File: config.mk
export PLATFORM = sky130hd
export DESIGN_NAME = axi_w_burst_buffer
export DESIGN_NICKNAME = d
export VERILOG_FILES = /design/src/rtl/axi_buf_pkg.sv /design/src/rtl/axi_buf_fifo_mem.sv /design/src/rtl/axi_w_burst_buffer.sv
export SDC_FILE = /design/constraint.sdc
export NUM_CORES = 1
export LEC_CHECK = 0
export ABC_AREA = 0
export ABC_CLOCK_PERIOD_IN_PS = 14140
export BUFFER_PORTS_ARGS = -buffer_cell sky130_fd_sc_hd__buf_2
export CAP_MARGIN = 20
export CORE_ASPECT_RATIO = 1.1
export CORE_MARGIN = 10
export CORE_UTILIZATION = 45
export DETAILED_ROUTE_END_ITERATION = 10
export GPL_TIMING_DRIVEN = 0
export PLACE_DENSITY_LB_ADDON = 0.05
export RECOVER_POWER = 50
export SLEW_MARGIN = 10
export SYNTH_ARGS = -nofsm -noshare
export SYNTH_HDL_FRONTEND = slang
export SYNTH_SLANG_ARGS = --single-unit
File: constraint.sdc
create_clock -name clk_i -period 14.14 [get_ports clk_i]
set_input_delay 1.414 -clock clk_i [delete_from_list [all_inputs] [get_ports clk_i]]
set_output_delay 1.414 -clock clk_i [all_outputs]
set_load 0.02 [all_outputs]
File: src/rtl/axi_buf_pkg.sv
// Shared types and width helpers for the AXI W-channel burst buffer.
package axi_buf_pkg;

   // Release policy for buffered beats
   typedef enum logic {
      BUF_CUT_THROUGH = 1'b0,
      BUF_STORE_FWD   = 1'b1
   } buf_mode_e;

   // Deadlock-guard state for bursts longer than the buffer
   typedef enum logic {
      FB_IDLE     = 1'b0,
      FB_FALLBACK = 1'b1
   } fb_state_e;

   // Counter width able to hold 0..depth inclusive
   function automatic int unsigned cnt_width_f(input int unsigned depth);
      return $clog2(depth + 1);
   endfunction

   // Pointer width for a power-of-two depth (at least one bit)
   function automatic int unsigned ptr_width_f(input int unsigned depth);
      return (depth > 1) ? $clog2(depth) : 1;
   endfunction

endpackage

File: src/rtl/axi_buf_fifo_mem.sv
// Register-array FIFO storage: one write port, one fall-through read port.
// Occupancy is tracked by the parent; pointers wrap naturally at DEPTH.
module axi_buf_fifo_mem
   import axi_buf_pkg::*;
#(
   parameter int unsigned WIDTH = 8,
   parameter int unsigned DEPTH = 4
) (
   input  logic             clk_i,
   input  logic             rst_i,
   input  logic             wr_en_i,
   input  logic [WIDTH-1:0] wr_data_i,
   input  logic             rd_en_i,
   output logic [WIDTH-1:0] rd_data_o
);

   localparam int unsigned PTR_W = ptr_width_f(DEPTH);

   logic [WIDTH-1:0] mem_q [DEPTH];
   logic [PTR_W-1:0] wr_ptr_q, wr_ptr_d;
   logic [PTR_W-1:0] rd_ptr_q, rd_ptr_d;

   // Pointer advance on write and read
   always_comb begin
      wr_ptr_d = wr_ptr_q;
      rd_ptr_d = rd_ptr_q;
      if (wr_en_i) wr_ptr_d = wr_ptr_q + PTR_W'(1);
      if (rd_en_i) rd_ptr_d = rd_ptr_q + PTR_W'(1);
   end

   // Pointer registers
   always_ff @(posedge clk_i) begin
      if (rst_i) begin
         wr_ptr_q <= '0;
         rd_ptr_q <= '0;
      end else begin
         wr_ptr_q <= wr_ptr_d;
         rd_ptr_q <= rd_ptr_d;
      end
   end

   // Storage array; contents need no reset since occupancy gates every read
   always_ff @(posedge clk_i) begin
      if (wr_en_i) mem_q[wr_ptr_q] <= wr_data_i;
   end

   assign rd_data_o = mem_q[rd_ptr_q];

endmodule

File: src/rtl/axi_w_burst_buffer.sv
// AXI W-channel buffer with cut-through or store-and-forward release of beats.
// Counts complete (last-terminated) bursts held; a fallback state lets a burst
// longer than the buffer drain as cut-through instead of deadlocking.
module axi_w_burst_buffer
   import axi_buf_pkg::*;
#(
   parameter  int unsigned DATA_WIDTH    = 32,
   parameter  int unsigned USER_WIDTH    = 1,
   parameter  int unsigned BUFFER_DEPTH  = 8,
   parameter  int unsigned STORE_AND_FWD = 0,
   localparam int unsigned STRB_WIDTH    = DATA_WIDTH / 8,
   localparam int unsigned CNT_WIDTH     = cnt_width_f(BUFFER_DEPTH)
) (
   input  logic                  clk_i,
   input  logic                  rst_i,
   input  logic                  slave_valid_i,
   input  logic [DATA_WIDTH-1:0] slave_data_i,
   input  logic [STRB_WIDTH-1:0] slave_strb_i,
   input  logic [USER_WIDTH-1:0] slave_user_i,
   input  logic                  slave_last_i,
   output logic                  slave_ready_o,
   output logic                  master_valid_o,
   output logic [DATA_WIDTH-1:0] master_data_o,
   output logic [STRB_WIDTH-1:0] master_strb_o,
   output logic [USER_WIDTH-1:0] master_user_o,
   output logic                  master_last_o,
   input  logic                  master_ready_i,
   output logic [CNT_WIDTH-1:0]  fill_o,
   output logic [CNT_WIDTH-1:0]  bursts_o,
   output logic                  long_burst_o
);

   localparam int unsigned           ENTRY_W  = USER_WIDTH + STRB_WIDTH + DATA_WIDTH + 1;
   localparam buf_mode_e             MODE     = (STORE_AND_FWD != 0) ? BUF_STORE_FWD : BUF_CUT_THROUGH;
   localparam logic [CNT_WIDTH-1:0]  FULL_CNT = CNT_WIDTH'(BUFFER_DEPTH);

   logic [CNT_WIDTH-1:0]  fill_q, fill_d;
   logic [CNT_WIDTH-1:0]  bursts_q, bursts_d;
   fb_state_e             state_q, state_d;
   logic                  long_burst_q, long_burst_d;

   logic                  full;
   logic                  push;
   logic                  pop;
   logic                  push_last;
   logic                  pop_last;
   logic                  out_valid;
   logic [ENTRY_W-1:0]    wr_entry;
   logic [ENTRY_W-1:0]    rd_entry;
   logic [USER_WIDTH-1:0] head_user;
   logic [STRB_WIDTH-1:0] head_strb;
   logic [DATA_WIDTH-1:0] head_data;
   logic                  head_last;

   // Handshakes; ready depends on registered occupancy only
   assign full      = (fill_q == FULL_CNT);
   assign push      = slave_valid_i & ~full;
   assign pop       = out_valid & master_ready_i;
   assign push_last = push & slave_last_i;
   assign pop_last  = pop & head_last;

   assign wr_entry = {slave_user_i, slave_strb_i, slave_data_i, slave_last_i};
   assign {head_user, head_strb, head_data, head_last} = rd_entry;

   axi_buf_fifo_mem #(
      .WIDTH (ENTRY_W),
      .DEPTH (BUFFER_DEPTH)
   ) u_mem (
      .clk_i     (clk_i),
      .rst_i     (rst_i),
      .wr_en_i   (push),
      .wr_data_i (wr_entry),
      .rd_en_i   (pop),
      .rd_data_o (rd_entry)
   );

   // Release gating: store-and-forward waits for a complete burst or fallback
   always_comb begin
      out_valid = (fill_q != '0);
      if (MODE == BUF_STORE_FWD) begin
         out_valid = (fill_q != '0) & ((bursts_q != '0) | (state_q == FB_FALLBACK));
      end
   end

   // Beat and burst occupancy counters, next value
   always_comb begin
      fill_d   = fill_q;
      bursts_d = bursts_q;
      unique case ({push, pop})
         2'b10:   fill_d = fill_q + CNT_WIDTH'(1);
         2'b01:   fill_d = fill_q - CNT_WIDTH'(1);
         default: fill_d = fill_q;
      endcase
      unique case ({push_last, pop_last})
         2'b10:   bursts_d = bursts_q + CNT_WIDTH'(1);
         2'b01:   bursts_d = bursts_q - CNT_WIDTH'(1);
         default: bursts_d = bursts_q;
      endcase
   end

   // Counter registers
   always_ff @(posedge clk_i) begin
      if (rst_i) begin
         fill_q   <= '0;
         bursts_q <= '0;
      end else begin
         fill_q   <= fill_d;
         bursts_q <= bursts_d;
      end
   end

   // Fallback FSM state register
   always_ff @(posedge clk_i) begin
      if (rst_i) begin
         state_q      <= FB_IDLE;
         long_burst_q <= 1'b0;
      end else begin
         state_q      <= state_d;
         long_burst_q <= long_burst_d;
      end
   end

   // Fallback FSM next state: full with no complete burst can never release,
   // so fall back until the oversized burst's last beat leaves
   always_comb begin
      state_d = state_q;
      unique case (state_q)
         FB_IDLE: begin
            if ((MODE == BUF_STORE_FWD) && full && (bursts_q == '0)) state_d = FB_FALLBACK;
         end
         FB_FALLBACK: begin
            if (pop_last) state_d = FB_IDLE;
         end
      endcase
   end

   // Fallback FSM output: one-cycle pulse on entry
   always_comb begin
      long_burst_d = 1'b0;
      if ((state_q == FB_IDLE) && (state_d == FB_FALLBACK)) long_burst_d = 1'b1;
   end

   // Output drive; payload reads zero while nothing is offered
   assign slave_ready_o  = ~full;
   assign master_valid_o = out_valid;
   assign master_data_o  = out_valid ? head_data : '0;
   assign master_strb_o  = out_valid ? head_strb : '0;
   assign master_user_o  = out_valid ? head_user : '0;
   assign master_last_o  = out_valid & head_last;
   assign fill_o         = fill_q;
   assign bursts_o       = bursts_q;
   assign long_burst_o   = long_burst_q;

endmodule

==> flow_summary.toml <==
[route]
drcViolationCount = 0
via_per_inst = 5.340
ant_nets = 0
wire_per_inst_um = 22.77
routed_wl_um = 25890
drt_iter0_markers = 333
firstDrtPassIters = 4
num_vias = 6072

[sta]
timing.final.crit_share = 0.2793
hold_slack_ns = 0.4979
finalHoldViolations = 0
setup_tns_ns = 0
fin_ws_ns = 10.19
finalMaxSlewViolations = 0
max_clock_freq_mhz = 253.2
finalSetupViolCount = 0
slew_headroom = 0.4081
fin_skew_ns = 0.01092
period_needed_ns = 3.950
rsz0062_at_grt = "false"
worst_pin_slew_ns = 0.8846

[critical_path]
end_kind = "primary output"
cp_slowest_cell = "clkbuf_1"
crit_chain = "buf_6, clkbuf_1, mux4_1, mux2i_1, nor2_1, buf_2"
path_class = "reg2out"
critical_path.max_fanout = 10
r2r_slack_ns = 11.22
cp-start-kind = "flop"
worstPathRequired_ns = 12.73
max_stage_delay_ns = 0.55
arrival_ns = 2.54

[floorplan]
die_h_um = 196.3
fp.dieArea_sq_um = 35380
coreArea_sq_um = 27870
die_width_um = 180.3
pin_count = 91
start_util = 0.4562
rows = 64

[global_route]
overflow = 0
grt_pass1_vias = 6647
track_usage = 0.1442
grt_max_degree = 21
antenna_found_initial = 1
grt_pass1_wl_um = 39280

[cts]
numCtsBuffers = 35
ctsResizeCount = 0
clock_sinks = 322
clk_latency_ns = 0.51
clkTransAtPathRegs_ns = 0.06
cts_setup_buffers = 0
htreeDepth = 2
cts-root-buf = "clkbuf_16"
clockBufferDepth = 3
hold_buffers = 0
cts_tree = "built"

[place]
hpwl_um = 17170
post-place-ws_ns = 10.68
port-buffer-count = 89
placed_cells = 1073
gp_congestion = 0.7182
dpl_cell_area_sq_um = 14030

[logic_synthesis]
synthArstFlopShare = 0
yosysUniqueCellTypes = 38
yosysWarnings = 0
syn_area_per_cell_sq_um = 21.58
synth_top_area_cell = "edfxtp_1"
syn_inst = 589
synth_area_sq_um = 12710
synthTopCellsByArea = "edfxtp_1 72%, mux4_1 11%, mux4_2 4.4%, mux2i_1 3.1%, dfxtp_1 2.8%"
synth_nets = 639
yosys.area.top_type_share = 0.7180
synth_edf_count = 304
synth-main-ff-cell = "edfxtp_1"
ys_seq_elements = 322
seq_area_frac_synth = 0.7464

[cells_and_area]
drive_gt1_frac = 0.2329
final_common_cell = "edfxtp_1"
syn_to_final_growth_pct = 18.74
final_cell_mix = "304 x edfxtp_1, 57 x clkbuf_1, 56 x buf_2"
instances_no_fill = 1137
final_area_sq_um = 15100
nets = 797
fillers = 2241

[power_and_ir_drop]
leakage_nw = 5.036
vdd_drop_max_v = 0.0001280
power_density_nw_per_um2 = 178.4

[min_path]
min_path_type = "reg2reg"

[status]
outcome = "finished, final reports clean"

[job]
maxCapViolCount = 0
sequential cells by signal (all words and copies together) (netlist names), named ones only:
signal / flops
u_mem.mem_q: 304
u_mem.rd_ptr_q: 3
bursts_o: 4
long_burst_o: 1
u_mem.wr_ptr_q: 3
fill_o: 4
metrics by stage:
stage | power, mW | util
6_report | 2.694 | 0.5417
5_1_grt | 2.820 | 0.5416
4_1_cts | 2.740 | 0.5445
3_5_place_dp | 1.844 | 0.5034
3_3_place_gp | 1.821 | 0.4885
2_1_floorplan | 1.595 | -
cells in the mapped netlist (7+ instances only):
cell type / number
ha_1: 8
nor2_1: 53
clkbuf_1: 8
edfxtp_1: 304
mux4_1: 51
mux2i_1: 40
mux4_2: 25
a21oi_1: 7
dfxtp_1: 18
xor2_1: 10
final timing paths:
path                                         from            endpoint  depth (start not counted)
worst max-delay path                         flop   master_data_o[23]                          6
worst min-delay path            u_mem.rd_ptr_q[1]   u_mem.rd_ptr_q[1]                          2
worst max register to register          fill_o[1]  u_mem.mem_q[4][23]                          7
worst min register to register  u_mem.rd_ptr_q[1]   u_mem.rd_ptr_q[1]                          2
report_power, final:
group,total (mW),internal [mW],switching [mW],leakage [nW]
registers,1.14,1.11,0.0260,2.91
clock network,0.892,0.546,0.346,0.563
logic,0.661,0.261,0.401,1.57
total,2.69,1.92,0.773,5.04
cell families (layout without fill, tap and decap cells):
kind of cell / count (synthesis) / count (layout) / share of synthesized area
AOI/OAI and AO/OA: 14 / 14 / 0.006102
xor gates and xnor gates: 10 / 10 / 0.006889
adders and majority gates: 8 / 8 / 0.007874
buffers and inverters: 31 / 215 / 0.01880
DFF: 322 / 322 / 0.7464
muxes: 118 / 118 / 0.1830
other: 1 / 2 / 0.0002950
and+or+nand+nor: 85 / 85 / 0.03071
worst max-delay path: cells and delay by family (launching register included):
kind / cells / cell delay (ns)
flip-flops: 1 / 0.42
buffers and inverters: 3 / 0.95
AND/OR/NAND/NOR: 1 / 0.09
multiplexers: 2 / 0.58
final cells by class:
| class | instances | area [sq um] | area share |
|---|---|---|---|
| flip-flops and latches | 322 | 9489 | 0.6286 |
| multi-input cells | 236 | 3019 | 0.2000 |
| clock buffers | 46 | 989.7 | 0.06556 |
| repair buffers | 121 | 748.2 | 0.04956 |
| well taps | 363 | 454.2 | 0.03009 |
| plain buffers | 29 | 231.5 | 0.01533 |
| clock inverters | 17 | 153.9 | 0.01019 |
| inverters | 2 | 7.507 | 0.0004973 |
| diodes | 1 | 2.502 | 0.0001658 |
per-layer routing:
metal  GRT usage  wire length [um]  vias to the layer above
li1            -                 -                     2777
met1      0.1787             10910                     3123
met2      0.2508             13200                      129
met3     0.02853              1257                       43
met4     0.04316               517                        0
met5           0                 0                        -
Power figures use the tool's default switching activity.
